[config.mk]
export PLATFORM = sky130hd
export DESIGN_NAME = instr_mem_loader
export DESIGN_NICKNAME = d
export VERILOG_FILES = /design/src/rtl/instr_mem_loader_pkg.sv /design/src/rtl/instr_mem_loader_addr_ctr.sv /design/src/rtl/instr_mem_loader.sv
export SDC_FILE = /design/constraint.sdc
export NUM_CORES = 1
export LEC_CHECK = 0
export CAP_MARGIN = 20
export CORE_MARGIN = 8
export CORE_UTILIZATION = 35
export CTS_CLUSTER_DIAMETER = 50
export CTS_CLUSTER_SIZE = 28
export DETAILED_ROUTE_END_ITERATION = 10
export PLACE_DENSITY = 0.71
export SLEW_MARGIN = 20
export SYNTH_ARGS = -nofsm -noshare
export SYNTH_HDL_FRONTEND = slang
export SYNTH_SLANG_ARGS = --single-unit
export TNS_END_PERCENT = 20
[constraint.sdc]
create_clock -name instr_mem_loader_clk -period 3.21 [get_ports instr_mem_loader_clk]
set_input_delay 0.4815 -clock instr_mem_loader_clk [delete_from_list [all_inputs] [get_ports instr_mem_loader_clk]]
set_output_delay 0.4815 -clock instr_mem_loader_clk [all_outputs]
set_load 0.01 [all_outputs]
[src/rtl/instr_mem_loader_pkg.sv]
// Shared definitions for the instruction-memory loader: FSM state encoding and the
// byte-order constant that the fetch path's opcode/data demux also relies on.
package instr_mem_loader_pkg;

    typedef enum logic [2:0] {
        IDLE    = 3'd0,
        ACCEPT  = 3'd1,
        WR_OP   = 3'd2,
        WR_DATA = 3'd3,
        DONE    = 3'd4,
        ERR     = 3'd5
    } state_t;

    // Opcode byte lives at the address whose LSB equals this value; data at the other one.
    localparam int OPCODE_ADDR_LSB = 0;

    function automatic logic is_busy(input state_t s);
        return (s == ACCEPT) || (s == WR_OP) || (s == WR_DATA);
    endfunction

endpackage

[src/rtl/instr_mem_loader_addr_ctr.sv]
// Pair pointer for the loader: always even, advances by 2 per pair, wraps at the top.
// Presents both byte addresses of the current pair and flags the last pair slot.
module instr_mem_loader_addr_ctr #(
    parameter int ADDR_WIDTH = 8
) (
    input  logic                  clk,
    input  logic                  rst_n,
    input  logic                  clr,
    input  logic                  inc,
    output logic [ADDR_WIDTH-1:0] ptr_even,
    output logic [ADDR_WIDTH-1:0] ptr_odd,
    output logic                  at_top
);

    localparam logic [ADDR_WIDTH-1:0] TOP_PAIR = {{(ADDR_WIDTH-1){1'b1}}, 1'b0};

    logic [ADDR_WIDTH-1:0] ptr_q;

    // NOTE: flops use non-blocking assignments so every register samples pre-edge values,
    // and reset sits in the sensitivity list so it acts without a clock.
    always_ff @(posedge clk or negedge rst_n) begin
        if (!rst_n) begin
            ptr_q <= '0;
        end else if (clr) begin
            ptr_q <= '0;
        end else if (inc) begin
            ptr_q <= ptr_q + ADDR_WIDTH'(2);
        end
    end

    assign ptr_even = ptr_q;
    assign ptr_odd  = ptr_q | ADDR_WIDTH'(1);
    assign at_top   = (ptr_q == TOP_PAIR);

endmodule

[src/rtl/instr_mem_loader.sv]
// Writes (opcode, data) pairs from a valid/ready source into instruction memory as two
// consecutive bytes, opcode at the even address, one pair every three cycles.
module instr_mem_loader
    import instr_mem_loader_pkg::*;
#(
    parameter int ADDR_WIDTH = 8,
    parameter int DATA_WIDTH = 8
) (
    input  logic                  instr_mem_loader_clk,
    input  logic                  instr_mem_loader_rst,
    input  logic                  instr_mem_loader_start,
    input  logic                  instr_mem_loader_in_valid,
    output logic                  instr_mem_loader_in_ready,
    input  logic [DATA_WIDTH-1:0] instr_mem_loader_in_opcode,
    input  logic [DATA_WIDTH-1:0] instr_mem_loader_in_data,
    input  logic                  instr_mem_loader_in_last,
    output logic                  instr_mem_loader_mem_wr_en,
    output logic [ADDR_WIDTH-1:0] instr_mem_loader_mem_addr,
    output logic [DATA_WIDTH-1:0] instr_mem_loader_mem_wdata,
    output logic [ADDR_WIDTH-1:0] instr_mem_loader_pair_count,
    output logic                  instr_mem_loader_busy,
    output logic                  instr_mem_loader_done,
    output logic                  instr_mem_loader_overflow
);

    state_t state_q, state_d;

    logic [DATA_WIDTH-1:0] data_q;
    logic                  last_q;
    logic                  fire;
    logic                  ptr_clr, ptr_inc;
    logic [ADDR_WIDTH-1:0] ptr_even, ptr_odd;
    logic [ADDR_WIDTH-1:0] op_addr, data_addr;
    logic                  at_top;

    instr_mem_loader_addr_ctr #(
        .ADDR_WIDTH (ADDR_WIDTH)
    ) u_addr_ctr (
        .clk      (instr_mem_loader_clk),
        .rst_n    (instr_mem_loader_rst),
        .clr      (ptr_clr),
        .inc      (ptr_inc),
        .ptr_even (ptr_even),
        .ptr_odd  (ptr_odd),
        .at_top   (at_top)
    );

    assign op_addr   = (OPCODE_ADDR_LSB == 0) ? ptr_even : ptr_odd;
    assign data_addr = (OPCODE_ADDR_LSB == 0) ? ptr_odd  : ptr_even;

    // in_ready is registered from the next state, so it is high exactly while in ACCEPT.
    assign fire = (state_q == ACCEPT) && instr_mem_loader_in_valid && instr_mem_loader_in_ready;

    // NOTE: every signal written here gets a default first; a path that skipped an
    // assignment would otherwise infer a latch.
    always_comb begin
        state_d = state_q;
        ptr_clr = 1'b0;
        ptr_inc = 1'b0;
        unique case (state_q)
            IDLE, DONE, ERR: begin
                if (instr_mem_loader_start) begin
                    state_d = ACCEPT;
                    ptr_clr = 1'b1;
                end
            end
            ACCEPT: begin
                if (fire) state_d = WR_OP;
            end
            WR_OP: begin
                state_d = WR_DATA;
            end
            WR_DATA: begin
                ptr_inc = 1'b1;
                if (last_q)      state_d = DONE;
                else if (at_top) state_d = ERR;
                else             state_d = ACCEPT;
            end
            default: begin
                state_d = IDLE;
            end
        endcase
    end

    always_ff @(posedge instr_mem_loader_clk or negedge instr_mem_loader_rst) begin
        if (!instr_mem_loader_rst) begin
            state_q <= IDLE;
        end else begin
            state_q <= state_d;
        end
    end

    // The opcode goes straight to the write port on the handshake edge, so only data/last are held.
    always_ff @(posedge instr_mem_loader_clk or negedge instr_mem_loader_rst) begin
        if (!instr_mem_loader_rst) begin
            data_q <= '0;
            last_q <= 1'b0;
        end else if (fire) begin
            data_q <= instr_mem_loader_in_data;
            last_q <= instr_mem_loader_in_last;
        end
    end

    // Outputs are registered from the next state so they line up with the state they describe.
    always_ff @(posedge instr_mem_loader_clk or negedge instr_mem_loader_rst) begin
        if (!instr_mem_loader_rst) begin
            instr_mem_loader_in_ready  <= 1'b0;
            instr_mem_loader_busy      <= 1'b0;
            instr_mem_loader_done      <= 1'b0;
            instr_mem_loader_overflow  <= 1'b0;
            instr_mem_loader_mem_wr_en <= 1'b0;
            instr_mem_loader_mem_addr  <= '0;
            instr_mem_loader_mem_wdata <= '0;
        end else begin
            instr_mem_loader_in_ready  <= (state_d == ACCEPT);
            instr_mem_loader_busy      <= is_busy(state_d);
            instr_mem_loader_done      <= (state_d == DONE);
            instr_mem_loader_overflow  <= (state_d == ERR);
            instr_mem_loader_mem_wr_en <= (state_d == WR_OP) || (state_d == WR_DATA);
            unique case (state_d)
                WR_OP: begin
                    instr_mem_loader_mem_addr  <= op_addr;
                    instr_mem_loader_mem_wdata <= instr_mem_loader_in_opcode;
                end
                WR_DATA: begin
                    instr_mem_loader_mem_addr  <= data_addr;
                    instr_mem_loader_mem_wdata <= data_q;
                end
                default: begin
                    instr_mem_loader_mem_addr  <= '0;
                    instr_mem_loader_mem_wdata <= '0;
                end
            endcase
        end
    end

    always_ff @(posedge instr_mem_loader_clk or negedge instr_mem_loader_rst) begin
        if (!instr_mem_loader_rst) begin
            instr_mem_loader_pair_count <= '0;
        end else if (ptr_clr) begin
            instr_mem_loader_pair_count <= '0;
        end else if (ptr_inc) begin
            instr_mem_loader_pair_count <= instr_mem_loader_pair_count + ADDR_WIDTH'(1);
        end
    end

endmodule
==> flow_metrics.env, run 1 <==
export IMPL_dieArea_sq_um=8490
export IMPL_cts_setup_buffers=0
export IMPL_track_usage_pct=10.3
export IMPL_endpoint_kind="flop"
export IMPL_num_fill_cells=516
export IMPL_synth_edff_count=0
export IMPL_drc=0
export IMPL_tns_ps=0
export IMPL_grt_pass1_wl_mm=7.04
export IMPL_cts_buffers=5
export IMPL_synth_nets=182
export IMPL_die_w_microns=92.1
export IMPL_cap_violations=0
export IMPL_port_buffers=49
export IMPL_grt_pass1_vias=1401
export IMPL_required_ps=3420
export IMPL_vias=1397
export IMPL_intPower_uw=1330
export IMPL_yosys_register_bits=48
export IMPL_post_cts_resized=0
export IMPL_hpwl_mm=3.00
export IMPL_finalHoldWorstSlack_ps=182
export IMPL_cts_hold_buf=0
export IMPL_overflow=0
export IMPL_timing_rr_start="state_q[0]$_DFF_PN0_"
export IMPL_drive_gt1_share_pct=11.1
export IMPL_syn_instance_count=159
export IMPL_path_clk_slew_ps=80
export IMPL_period_needed_ps=1940
export IMPL_tightest_slew_ps=731
export IMPL_synth_top_cell_area_share_pct=59.2
export IMPL_yosysWarningCount=0
export IMPL_worst_setup_path_start_kind="flop"
export IMPL_finalWirelength_mm=4.18
export IMPL_io_pins=50
export IMPL_ant_nets=0
export IMPL_dr_pass1_iters=4
export IMPL_irDropWorstVdd_mv=0.382
export IMPL_grt_max_degree=49
export IMPL_reg2reg_slack_ps=1270
export IMPL_yosysTopAreaCell="dfrtp_1"
export IMPL_fin_cells=279
export IMPL_antenna_found_initial=0
export IMPL_clock_latency_ps=290
export IMPL_numClockSinks=48
export IMPL_wl_per_cell_microns=15.0
export IMPL_synth_ff_type="dfrtp_1"
export IMPL_rsz0062_at_grt="false"
export IMPL_hold_viol_final=0
export IMPL_p_sw_uw=657
export IMPL_yosys_top_cells_area="dfrtp_1 (59%), mux2i_1 (5.9%), mux2_2 (5.0%)"
export IMPL_setup_viol=0
export IMPL_p_sw_share_pct=33.1
export IMPL_finClkSkew_ps=3.94
export IMPL_h_tree_depth=2
export IMPL_fmaxAchievable_mhz=516
export IMPL_crit_arrival_ps=2150
export IMPL_rows=27
export IMPL_diodes=0
export IMPL_worstSetupStartpoint="state_q[0]$_DFF_PN0_"
export IMPL_synth_seq_area_share_pct=59.2
export IMPL_globalplace_congestion=0.752
export IMPL_design_core_area_sq_um=5540
export IMPL_syn_to_final_growth_pct=30.4
export IMPL_slew_viol_final=0
export IMPL_initial_utilization_pct=36.6
export IMPL_synthArstFlopShare_pct=100
export IMPL_ys_types=36
export IMPL_syn_area_sq_um=2030
export IMPL_criticalPathCategory="flop to flop"
export IMPL_crit_fanout=12
export IMPL_clk_path_buf_depth=2
export IMPL_powerDensity_nw_per_um2=751
export IMPL_maxSlewHeadroom_pct=51.2
export IMPL_root_buffer="clkbuf_8"
export IMPL_fin_crit_sh_pct=60.4
export IMPL_clkPwrFrac_pct=18.9
export IMPL_layout_nets=230
export IMPL_p_seq_share_pct=46.8
export IMPL_power_leakage_uw=0.00118
export IMPL_vias_per_cell=5.01
export IMPL_drtIter0Drc=58
export IMPL_cts_tree="yes"
export IMPL_outcome="finished clean"
export IMPL_fp_dieH_microns=92.1
export IMPL_placed_cells=272
export IMPL_avgSynthCellArea_sq_um=12.8
export IMPL_min_path_type="input pin to async pin"
export IMPL_synthTopCellsByCount="dfrtp_1 (48), o21ai_0 (13), mux2i_1 (12)"
export IMPL_yosysMostFrequentCell="dfrtp_1"
export IMPL_p_comb_share_pct=34.3
## flip-flops by register name, summed over array words and instances (netlist names), 3 cells and up
name / flops
instr_mem_loader_pair_count: 8
u_addr_ctr.ptr_even: 7
data_q: 8
instr_mem_loader_mem_addr: 8
state_q: 3
instr_mem_loader_mem_wdata: 8
## path summary, 6_finish.rpt
check | end | cells past startpoint
worst max-delay path | u_addr_ctr.ptr_even[2]$_DFFE_PN0P_ | 3
worst min-delay path | data_q[0]$_DFFE_PN0P_ | 1
worst max register to register | u_addr_ctr.ptr_even[2]$_DFFE_PN0P_ | 3
worst min register to register | instr_mem_loader_pair_count[7]$_DFFE_PN0P_ | 1
max in group asynchronous | u_addr_ctr.ptr_even[7]$_DFFE_PN0P_ | 1
min in group instr_mem_loader_clk | instr_mem_loader_pair_count[7]$_DFFE_PN0P_ | 1
## final cells by class
class	count	area (sq um)	share of cell area (%)
Clock buffer	7	96.3	3.64
Multi-Input combinational cell	101	763	28.8
Sequential cell	48	1200	45.4
Timing Repair Buffer	49	488	18.4
Tap cell	72	90.1	3.40
Inverter	2	7.51	0.284
## metal layers
metal  vias to the layer above  GRT usage [%]  part of all wire [%]  routed length, microns
li1                        667              -                     -                       -
met1                       691           13.0                    44                    1830
met2                        35           15.9                    48                    2030
met3                         4           3.42                   6.3                     264
met4                         0           4.43                   1.6                      67
met5                         -              0                     0                       0
## cell families after synthesis
| logic type | share of synthesized area, % |
|---|---|
| flip-flops | 59.2 |
| buffers and inverters | 3.21 |
| AND/OR/NAND/NOR | 14.4 |
| multiplexers | 10.9 |
| AO/OA/AOI/OAI | 11.1 |
| adder cells (fa/ha/maj) | 1.23 |
## power by group through the flow
stage	Sequential, uW	Combinational [uW]	Clock [uW]
after detailed placement	939	690	0
after CTS	929	695	389
after floorplan	902	474	0
after global placement	938	676	0
after global routing	958	750	419
final	930	682	376
## placed cells by master, fill, tap and decap left out, types with 2 or more instances in the layout
cell             instances
dfrtp_1                 48
clkdlybuf4s50_1         48
o21ai_0                 13
mux2i_1                 12
a22o_1                   9
mux2_2                   9
nand2_1                  8
and2_1                   7
clkbuf_8                 7
nand4_1                  6
a21oi_1                  4
nand2b_1                 3
nor2_1                   3
nor3_1                   3
nor2b_1                  2
o21bai_1                 2
nand3_1                  2
inv_1                    2
and3_1                   2
ha_1                     2
## critical path, cell delays in order, from the launching register on
cell and delay (ps):
dfrtp_1 570, nor2b_1 650, o21ai_0 390, o21ai_0 240
## per-stage QoR
stage | cell area, sq um | util [%] | total power [uW] | worst slack, ps
floorplan | 2030 | - | 1380 | 1740
global placement | 2550 | 46.0 | 1610 | 1290
detailed placement | 2550 | 46.0 | 1630 | 1220
CTS | 2640 | 47.7 | 2010 | 1290
global route | 2650 | 47.8 | 2130 | 1060
finish | 2650 | 47.8 | 1990 | 1270
Power figures use the tool's default switching activity.
==> run 2, diff against run 1 <==
PLACE_DENSITY = 0.73   (was 0.71)
clock period = 1.7 ns   (was 3.21 ns; I/O delays follow)
==> run 2 against run 1 <==
Against the previous run:
- critical path depth down 2
- final area is 3.9% higher
- highest routed layer unchanged
- clock skew increased by 3.0 ps
- worst hold slack gained 290 ps
- clock-buffer cell count stayed put
- combinational power rose by 120%
- setup slack got worse by 1200 ps
- non-clock buffer count grew 12
- register-to-register slack got worse by 1000 ps
- critical path type is now flop to primary output
- clock power up 87%
- global-route usage is 0.55 points higher
==> flow_metrics.env, run 2 (synthesis gave the netlist of run 1 again) <==
export IMPL_outcome="finished clean"
export IMPL_grt_max_degree=29
export IMPL_cp_top_family="buffers and inverters"
export IMPL_rows=27
export IMPL_h_tree_depth=2
export IMPL_io_pins=50
export IMPL_path_cells="clkdlybuf4s50_1"
export IMPL_max_stage_delay_ps=580
export IMPL_worst_setup_path_start_kind="flop"
export IMPL_powerDensity_nw_per_um2=1420
export IMPL_cts_setup_buffers=0
export IMPL_finalWirelength_mm=4.24
export IMPL_placed_cells=283
export IMPL_grt_pass1_wl_mm=7.36
export IMPL_tightest_slew_ps=495
export IMPL_p_seq_share_pct=44.3
export IMPL_drc=0
export IMPL_numClockSinks=48
export IMPL_power_leakage_uw=0.00124
export IMPL_drtIter0Drc=61
export IMPL_regArea_sq_um=1200
export IMPL_r2r_end="instr_mem_loader_overflow$_DFF_PN0_"
export IMPL_die_w_microns=92.1
export IMPL_vias_per_cell=4.79
export IMPL_dieArea_sq_um=8490
export IMPL_irDropWorstVdd_mv=0.555
export IMPL_criticalPathCategory="flop to primary output"
export IMPL_syn_to_final_growth_pct=35.5
export IMPL_finalHoldWorstSlack_ps=472
export IMPL_p_comb_share_pct=37.7
export IMPL_initial_utilization_pct=36.6
export IMPL_num_fill_cells=526
export IMPL_p_sw_uw=1250
export IMPL_layout_nets=242
export IMPL_wl_per_cell_microns=14.6
export IMPL_design_core_area_sq_um=5540
export IMPL_root_buffer="clkbuf_8"
export IMPL_slew_viol_final=0
export IMPL_reg2reg_depth=3
export IMPL_cap_violations=0
export IMPL_vias=1395
export IMPL_clkPwrFrac_pct=18.0
export IMPL_setup_viol=0
export IMPL_endpoint_kind="primary output"
export IMPL_crit_slowest_cell="clkdlybuf4s50_1"
export IMPL_timing_rr_start="state_q[0]$_DFF_PN0_"
export IMPL_drive_gt1_share_pct=15.5
export IMPL_crit_fanout=7
export IMPL_multiInputGateArea_sq_um=763
export IMPL_hold_viol_final=0
export IMPL_overflow=0
export IMPL_period_needed_ps=1590
export IMPL_final_area_sq_um=2750
export IMPL_fin_crit_sh_pct=93.8
export IMPL_required_ps=1440
export IMPL_cts_buffers=5
export IMPL_clock_latency_ps=290
export IMPL_globalplace_congestion=0.786
export IMPL_hpwl_mm=3.18
export IMPL_rsz0062_at_grt="false"
export IMPL_path_clk_slew_ps=80
export IMPL_finClkSkew_ps=6.99
export IMPL_layout_common_cells="dfrtp_1 (48), clkdlybuf4s50_1 (48), o21ai_0 (13)"
export IMPL_maxSlewHeadroom_pct=67.0
export IMPL_dr_pass1_iters=4
export IMPL_antenna_found_initial=0
export IMPL_track_usage_pct=10.9
export IMPL_diodes=0
export IMPL_cts_tree="yes"
export IMPL_port_buffers=49
export IMPL_min_path_type="input pin to async pin"
export IMPL_clk_path_buf_depth=2
export IMPL_fp_dieH_microns=92.1
export IMPL_dpl_instance_area_sq_um=2640
export IMPL_crit_arrival_ps=1340
export IMPL_grt_pass1_vias=1499
export IMPL_tns_ps=0
export IMPL_p_sw_share_pct=32.1
export IMPL_reg2reg_slack_ps=230
export IMPL_ant_nets=0
export IMPL_worst_path_buf_inv=1
export IMPL_intPower_uw=2650
export IMPL_fin_cells=291
export IMPL_fmaxAchievable_mhz=627
==> run 2: changes by cell type in the layout (fill, tap and decap cells not counted) <==
cell           delta
buf_2             +1
buf_12            +1
dlygate4sd3_1     +1
buf_4             +9
==> run 2: timing repair <==
action                    CTS  global route
gates resized for setup     0             0
hold endpoints to repair   20             0
hold buffers                1             0
==> run 2: layout make-up <==
cell class                      instances  area share [%]
Sequential cell                        48            43.7
Multi-Input combinational cell        101            27.8
Timing Repair Buffer                   61            21.5
Tap cell                               72            3.28
Clock buffer                            7            3.50
Inverter                                2           0.273
==> run 2: power by group through the flow <==
stage / Combinational, uW / Clock [uW] / Sequential, uW
floorplan: 895 / 0 / 1700
global placement: 1460 / 0 / 1750
detailed placement: 1490 / 0 / 1750
CTS: 1500 / 725 / 1730
global route: 1630 / 774 / 1790
finish: 1470 / 702 / 1730
==> run 2: worst max-delay path by stage <==
stage                                          startpoint                             end  depth (start not counted)
6_report       instr_mem_loader_pair_count[3]$_DFFE_PN0P_  instr_mem_loader_pair_count[3]                          1
5_1_grt        instr_mem_loader_pair_count[3]$_DFFE_PN0P_  instr_mem_loader_pair_count[3]                          1
4_1_cts        instr_mem_loader_pair_count[3]$_DFFE_PN0P_  instr_mem_loader_pair_count[3]                          1
3_5_place_dp                    instr_mem_loader_in_valid           data_q[7]$_DFFE_PN0P_                          4
3_3_place_gp                    instr_mem_loader_in_valid           data_q[6]$_DFFE_PN0P_                          4
2_1_floorplan                        state_q[1]$_DFF_PN0_           data_q[5]$_DFFE_PN0P_                          5
==> run 2: routing by layer <==
layer,vias up,wire length (microns),GRT usage [%],share of wire (%)
met4,0,73,4.83,1.7
met1,671,1830,12.6,43
met3,5,200,3.67,4.7
met5,-,0,0,0
met2,27,2130,17.9,50
li1,692,-,-,-
==> run 2: stage by stage <==
step | util, % | total power (uW) | setup slack, ps
4_1_cts | 49.6 | 3960 | 93.1
3_5_place_dp | 47.7 | 3240 | 43.0
6_report | 49.6 | 3900 | 106
3_3_place_gp | 47.7 | 3210 | 77.3
2_1_floorplan | - | 2600 | 232
5_1_grt | 49.6 | 4190 | 33.9
